**src/rtl/uart_cmd_frame_parser.sv**
```systemverilog
// Parses UART RX frames ('W'/'R' + addr [+ data]) into one-cycle word commands and serialises the reply to UART TX.
// Latency: cmd_valid the cycle after the last frame byte; first tx_valid the cycle after rsp_valid.
// Backpressure: tx_byte/tx_valid hold while tx_ready is low (unbounded); RX bytes outside ADDR/DATA/IDLE are dropped.
module uart_cmd_frame_parser #(
  parameter int BYTE_TIMEOUT = 100000,
  parameter int RSP_TIMEOUT  = 1024
) (
  input  logic        CLK,
  input  logic        RST,
  input  logic [7:0]  rx_byte,
  input  logic        rx_valid,
  output logic [7:0]  tx_byte,
  output logic        tx_valid,
  input  logic        tx_ready,
  output logic        cmd_valid,
  output logic        cmd_wr_word,
  output logic        cmd_rd_word,
  output logic [15:0] cmd_addr,
  output logic [31:0] cmd_data,
  input  logic        rsp_valid,
  input  logic [31:0] rsp_data,
  output logic        busy
);

  localparam int IBW = $clog2(BYTE_TIMEOUT + 1);
  localparam int RSW = $clog2(RSP_TIMEOUT + 1);

  localparam logic [7:0] OP_WR    = 8'h57;
  localparam logic [7:0] OP_RD    = 8'h52;
  localparam logic [7:0] RSP_OK   = 8'h4B;
  localparam logic [7:0] RSP_TOUT = 8'h54;
  localparam logic [7:0] RSP_ERR  = 8'h45;

  typedef enum logic [2:0] {
    S_IDLE,
    S_ADDR,
    S_DATA,
    S_ISSUE,
    S_WAIT_RSP,
    S_ERR,
    S_SEND
  } state_t;

  state_t         state;
  state_t         state_next;
  logic [2:0]     byte_cnt;
  logic [IBW-1:0] ib_cnt;
  logic [RSW-1:0] rsp_cnt;
  logic           is_wr;
  logic [31:0]    tx_buf;
  logic [2:0]     tx_len;

  logic ib_expired;
  logic rsp_expired;
  logic tx_fire;
  logic entering;

  // Timeout expiry flags and handshake/entry qualifiers shared by both processes.
  always_comb begin
    ib_expired  = (ib_cnt == IBW'(BYTE_TIMEOUT - 1));
    rsp_expired = (rsp_cnt == RSW'(RSP_TIMEOUT - 1));
    tx_fire     = (state == S_SEND) && tx_ready;
    entering    = (state_next != state);
  end

  // State register.
  always_ff @(posedge CLK) begin
    if (RST) begin
      state <= S_IDLE;
    end else begin
      state <= state_next;
    end
  end

  // Next-state decode and state-derived outputs; timeouts take priority over a coincident rx_valid.
  always_comb begin
    state_next  = state;
    cmd_valid   = 1'b0;
    cmd_wr_word = 1'b0;
    cmd_rd_word = 1'b0;
    tx_valid    = 1'b0;
    tx_byte     = 8'h00;
    busy        = (state != S_IDLE);
    case (state)
      S_IDLE: begin
        if (rx_valid) begin
          if (rx_byte == OP_WR || rx_byte == OP_RD) begin
            state_next = S_ADDR;
          end else begin
            state_next = S_ERR;
          end
        end
      end
      S_ADDR: begin
        if (ib_expired) begin
          state_next = S_IDLE;
        end else if (rx_valid && byte_cnt == 3'd1) begin
          state_next = is_wr ? S_DATA : S_ISSUE;
        end
      end
      S_DATA: begin
        if (ib_expired) begin
          state_next = S_IDLE;
        end else if (rx_valid && byte_cnt == 3'd3) begin
          state_next = S_ISSUE;
        end
      end
      S_ISSUE: begin
        cmd_valid   = 1'b1;
        cmd_wr_word = is_wr;
        cmd_rd_word = ~is_wr;
        state_next  = S_WAIT_RSP;
      end
      S_WAIT_RSP: begin
        if (rsp_valid || rsp_expired) begin
          state_next = S_SEND;
        end
      end
      S_ERR: begin
        state_next = S_SEND;
      end
      S_SEND: begin
        tx_valid = 1'b1;
        case (byte_cnt[1:0])
          2'd0:    tx_byte = tx_buf[31:24];
          2'd1:    tx_byte = tx_buf[23:16];
          2'd2:    tx_byte = tx_buf[15:8];
          default: tx_byte = tx_buf[7:0];
        endcase
        if (tx_ready && byte_cnt == tx_len - 3'd1) begin
          state_next = S_IDLE;
        end
      end
      default: begin
        state_next = S_IDLE;
      end
    endcase
  end

  // Datapath: frame shift registers, counters (cleared on every state change) and the reply buffer.
  always_ff @(posedge CLK) begin
    if (RST) begin
      byte_cnt <= '0;
      ib_cnt   <= '0;
      rsp_cnt  <= '0;
      is_wr    <= 1'b0;
      cmd_addr <= '0;
      cmd_data <= '0;
      tx_buf   <= '0;
      tx_len   <= '0;
    end else begin
      if (entering) begin
        byte_cnt <= '0;
      end else if (((state == S_ADDR || state == S_DATA) && rx_valid && !ib_expired) || tx_fire) begin
        byte_cnt <= byte_cnt + 3'd1;
      end

      if (entering || rx_valid || !(state == S_ADDR || state == S_DATA)) begin
        ib_cnt <= '0;
      end else begin
        ib_cnt <= ib_cnt + IBW'(1);
      end

      if (entering) begin
        rsp_cnt <= '0;
      end else if (state == S_WAIT_RSP && !rsp_expired) begin
        rsp_cnt <= rsp_cnt + RSW'(1);
      end

      if (state == S_IDLE && rx_valid) begin
        is_wr <= (rx_byte == OP_WR);
      end

      if (state == S_ADDR && rx_valid && !ib_expired) begin
        cmd_addr <= {cmd_addr[7:0], rx_byte};
      end

      if (state == S_DATA && rx_valid && !ib_expired) begin
        cmd_data <= {cmd_data[23:0], rx_byte};
      end

      if (state == S_WAIT_RSP) begin
        if (rsp_valid) begin
          tx_buf <= is_wr ? {RSP_OK, 24'h0} : rsp_data;
          tx_len <= is_wr ? 3'd1 : 3'd4;
        end else if (rsp_expired) begin
          tx_buf <= {RSP_TOUT, 24'h0};
          tx_len <= 3'd1;
        end
      end else if (state == S_ERR) begin
        tx_buf <= {RSP_ERR, 24'h0};
        tx_len <= 3'd1;
      end
    end
  end

endmodule

```
**config.mk**
```make
export PLATFORM = sky130hd
export DESIGN_NAME = uart_cmd_frame_parser
export DESIGN_NICKNAME = d
export VERILOG_FILES = /design/src/rtl/uart_cmd_frame_parser.sv
export SDC_FILE = /design/constraint.sdc
export NUM_CORES = 1
export LEC_CHECK = 0
export BUFFER_PORTS_ARGS = -buffer_cell sky130_fd_sc_hd__buf_2
export CAP_MARGIN = 20
export CORE_MARGIN = 5
export CORE_UTILIZATION = 48
export DETAILED_ROUTE_END_ITERATION = 12
export PLACE_DENSITY = 0.69
export SYNTH_ARGS = -nofsm -noshare
export SYNTH_HDL_FRONTEND = slang
export SYNTH_SLANG_ARGS = --single-unit
```
**constraint.sdc**
```tcl
create_clock -name CLK -period 4 [get_ports CLK]
set_input_delay 0.8 -clock CLK [delete_from_list [all_inputs] [get_ports CLK]]
set_output_delay 0.8 -clock CLK [all_outputs]
set_load 0.01 [all_outputs]
```
==> flow_summary.ini <==
[status]
status = finished, final reports clean

[critical_path]
arrival_ns = 2.40
crit_family = compound AO/OA/AOI/OAI gates
cp.required_ns = 3.20
worstPathMaxFanout = 8
end_kind = primary output
critPathMaxStageDelay_ns = 0.56
cpMaxStageDelayCell = a222oi_1
worstPathCellList = inv_1 > ha_1 > a222oi_1 > nor2_1 > a21oi_1 > nor2_1 > buf_2
path_common_cell = nor2_1
worstSetupStartpointType = register
critPathBufInv = 2
worstSetupPathType = reg -> out

[timing]
max_freq_mhz = 313
fin_skew_ns = 0.0103
rsz0062_at_grt = false
hold_violations = 0
max_slew.worst_pin.slew_ns = 0.984
period_needed_ns = 3.20
slew_headroom_pct = 33.9
setup_ws_ns = 0.802
finalSetupTns_ns = 0
slew_violations = 0
setup_viol = 0
fin_crit_sh_pct = 79.9

[routing]
viasPerCell = 5.47
drtIter0Drc = 329
wl_per_cell_um = 15.3
drt_first_pass_iters = 8
drc = 0
antenna_left = 0
vias = 4658
wl_mm = 13.0

[flow_run]
maxCapViolCount = 0

[logic_synthesis]
synth_cells = 612
syn_area_per_cell_sq_um = 8.37
synth_top_area_share_pct = 45.7
yosysTopAreaCell = dfxtp_1
synth.distinct_cells = 58
synth_edf_count = 0
synth_nets = 665
synthArstFlopShare_pct = 0
syn_area_sq_um = 5120
synth.area.top_cells = dfxtp_1 46%, nand2_1 8.4%, a21oi_1 6.3%
ys_seq_area_share_pct = 45.7
synth.ff_latch_count = 117
synth_ff_type = dfxtp_1
synth_warnings = 0

[clock_tree]
cts_num_sinks = 117
clock-root-buffer = clkbuf_8
htree_levels = 4
clock_latency_ns = 0.52
clkTransAtPathRegs_ns = 0.06
cts_buffer_depth = 2
cts_tree = done
postCtsHoldBufs = 0
postCtsSetupBuffers = 0
numCtsBuffers = 17
cts_resized = 0

[placement]
dpl.hpwl_mm = 8.81
gp_congestion = 0.837
portBuffers = 105
post-place-ws_ns = 1.08

[final_layout]
layout.area.seq_sq_um = 2340
diodes = 0
layout_common_cells = 117 x dfxtp_1, 115 x nand2_1, 105 x buf_2
area_growth_pct = 23.5
fillers = 932
drive_gt1_share_pct = 23.5
nets = 755
multi_input_area_sq_um = 2590
final_common_cell = dfxtp_1

[floorplan]
start_util_pct = 49.4
fp.dieW_um = 113
rows = 37
die_h_um = 113
die-area_sq_um = 12800
boundaryPins = 106
core_area_sq_um = 10400

[global_route]
antenna_found_initial = 1
grt_start_max_net_pins = 87
grt-ovfl-total = 0
grtUsageTotal_pct = 20.4
grt_pass1_wl_mm = 21.2
grt_pass1_vias = 4424

[pwr]
irDropWorstVdd_mv = 0.325
p_leak_nw = 2.43
p_per_area_nw_per_um2 = 494

[hold_path]
hp-class = reg -> reg
-- cells in the mapped netlist, drive strengths merged (2+ instances only) --
library cell  count
nand4             6
a31oi             3
or4b              2
a211oi            4
a221oi            2
xor2              8
a21oi            64
xnor2            18
clkbuf           36
buf               3
nor4b             2
nand2           115
nor4              4
or3               4
nor2b             3
a2111oi           2
o211ai            2
dfxtp           117
ha                8
a22oi            28
and2              5
nand4bb           2
o21ai             6
nand2b            4
mux2i             3
nor3             21
or2               2
nor4bb            3
nor3b             2
a222oi            8
inv              14
and3b             2
and3              9
o22ai             3
nor2             70
nand3            14
-- state kept, by name (all words and copies together), names as in the netlist --
name and count:
byte_cnt 3, state 3, tx_buf 32, ib_cnt 17
cmd_addr 16, tx_len 2, is_wr 1, cmd_data 32
rsp_cnt 11
-- stage by stage --
| step | power, mW | utilization (%) | cells | area, sq um | hold slack (ns) |
|---|---|---|---|---|---|
| floorplan | 1.50 | - | 612 | 5120 | 0.430 |
| finish | 3.13 | 61.0 | 851 | 6330 | 0.452 |
| detailed placement | 1.60 | 55.1 | 819 | 5720 | 0.446 |
| global placement | 1.59 | 55.1 | 819 | 5720 | 0.439 |
| global route | 3.25 | 61.0 | 851 | 6330 | 0.479 |
| CTS | 3.15 | 61.0 | 851 | 6330 | 0.454 |
-- layer usage --
layer | up-vias | part of all wire (%) | global-route usage [%]
met5 | - | 0.10 | 0
met4 | 2 | 1.2 | 6.41
met3 | 19 | 6.3 | 7.06
met2 | 125 | 48 | 32.8
met1 | 2201 | 44 | 25.9
li1 | 2311 | - | -
-- where the power goes --
group / switching, mW / internal, mW
combinational: 0.210 / 0.115
sequential: 0.0475 / 1.20
clock: 0.520 / 1.03
total: 0.778 / 2.35
-- worst paths after layout --
kind                      from            to  slack [ns]  depth (start not counted)
setup / recovery   byte_cnt[0]    tx_byte[2]        0.80                          7
hold / removal    cmd_data[28]  cmd_data[28]        0.45                          2
setup reg to reg      state[1]   byte_cnt[2]        1.27                          5
hold reg to reg   cmd_data[28]  cmd_data[28]        0.45                          2
-- final cells by class --
cell class	count	share of cell area, %
Inverter	14	0.831
Sequential cell	117	37.0
Timing Repair Buffer	110	8.90
Clock buffer	24	7.75
Multi-Input combinational cell	442	40.9
Clock inverter	8	1.90
Tap cell	136	2.69
-- worst reg2reg max path, stage by stage, from the launching register on --
cell       delay [ns]
dfxtp_1          0.65
nor2b_1          0.43
nand2_1          0.34
o211ai_1         0.47
o21ai_2          0.34
a2111oi_1        0.39
-- logic make-up after synthesis --
kind of cell | after synthesis | synth area share (%)
adders and majority gates | 8 | 1.95
AOI/OAI and AO/OA | 131 | 17.1
buffers and inverters | 53 | 4.13
muxes | 3 | 0.586
DFF | 117 | 45.7
xor gates and xnor gates | 26 | 4.44
and+or+nand+nor | 274 | 26.1
(Power assumes the default switching activity.)
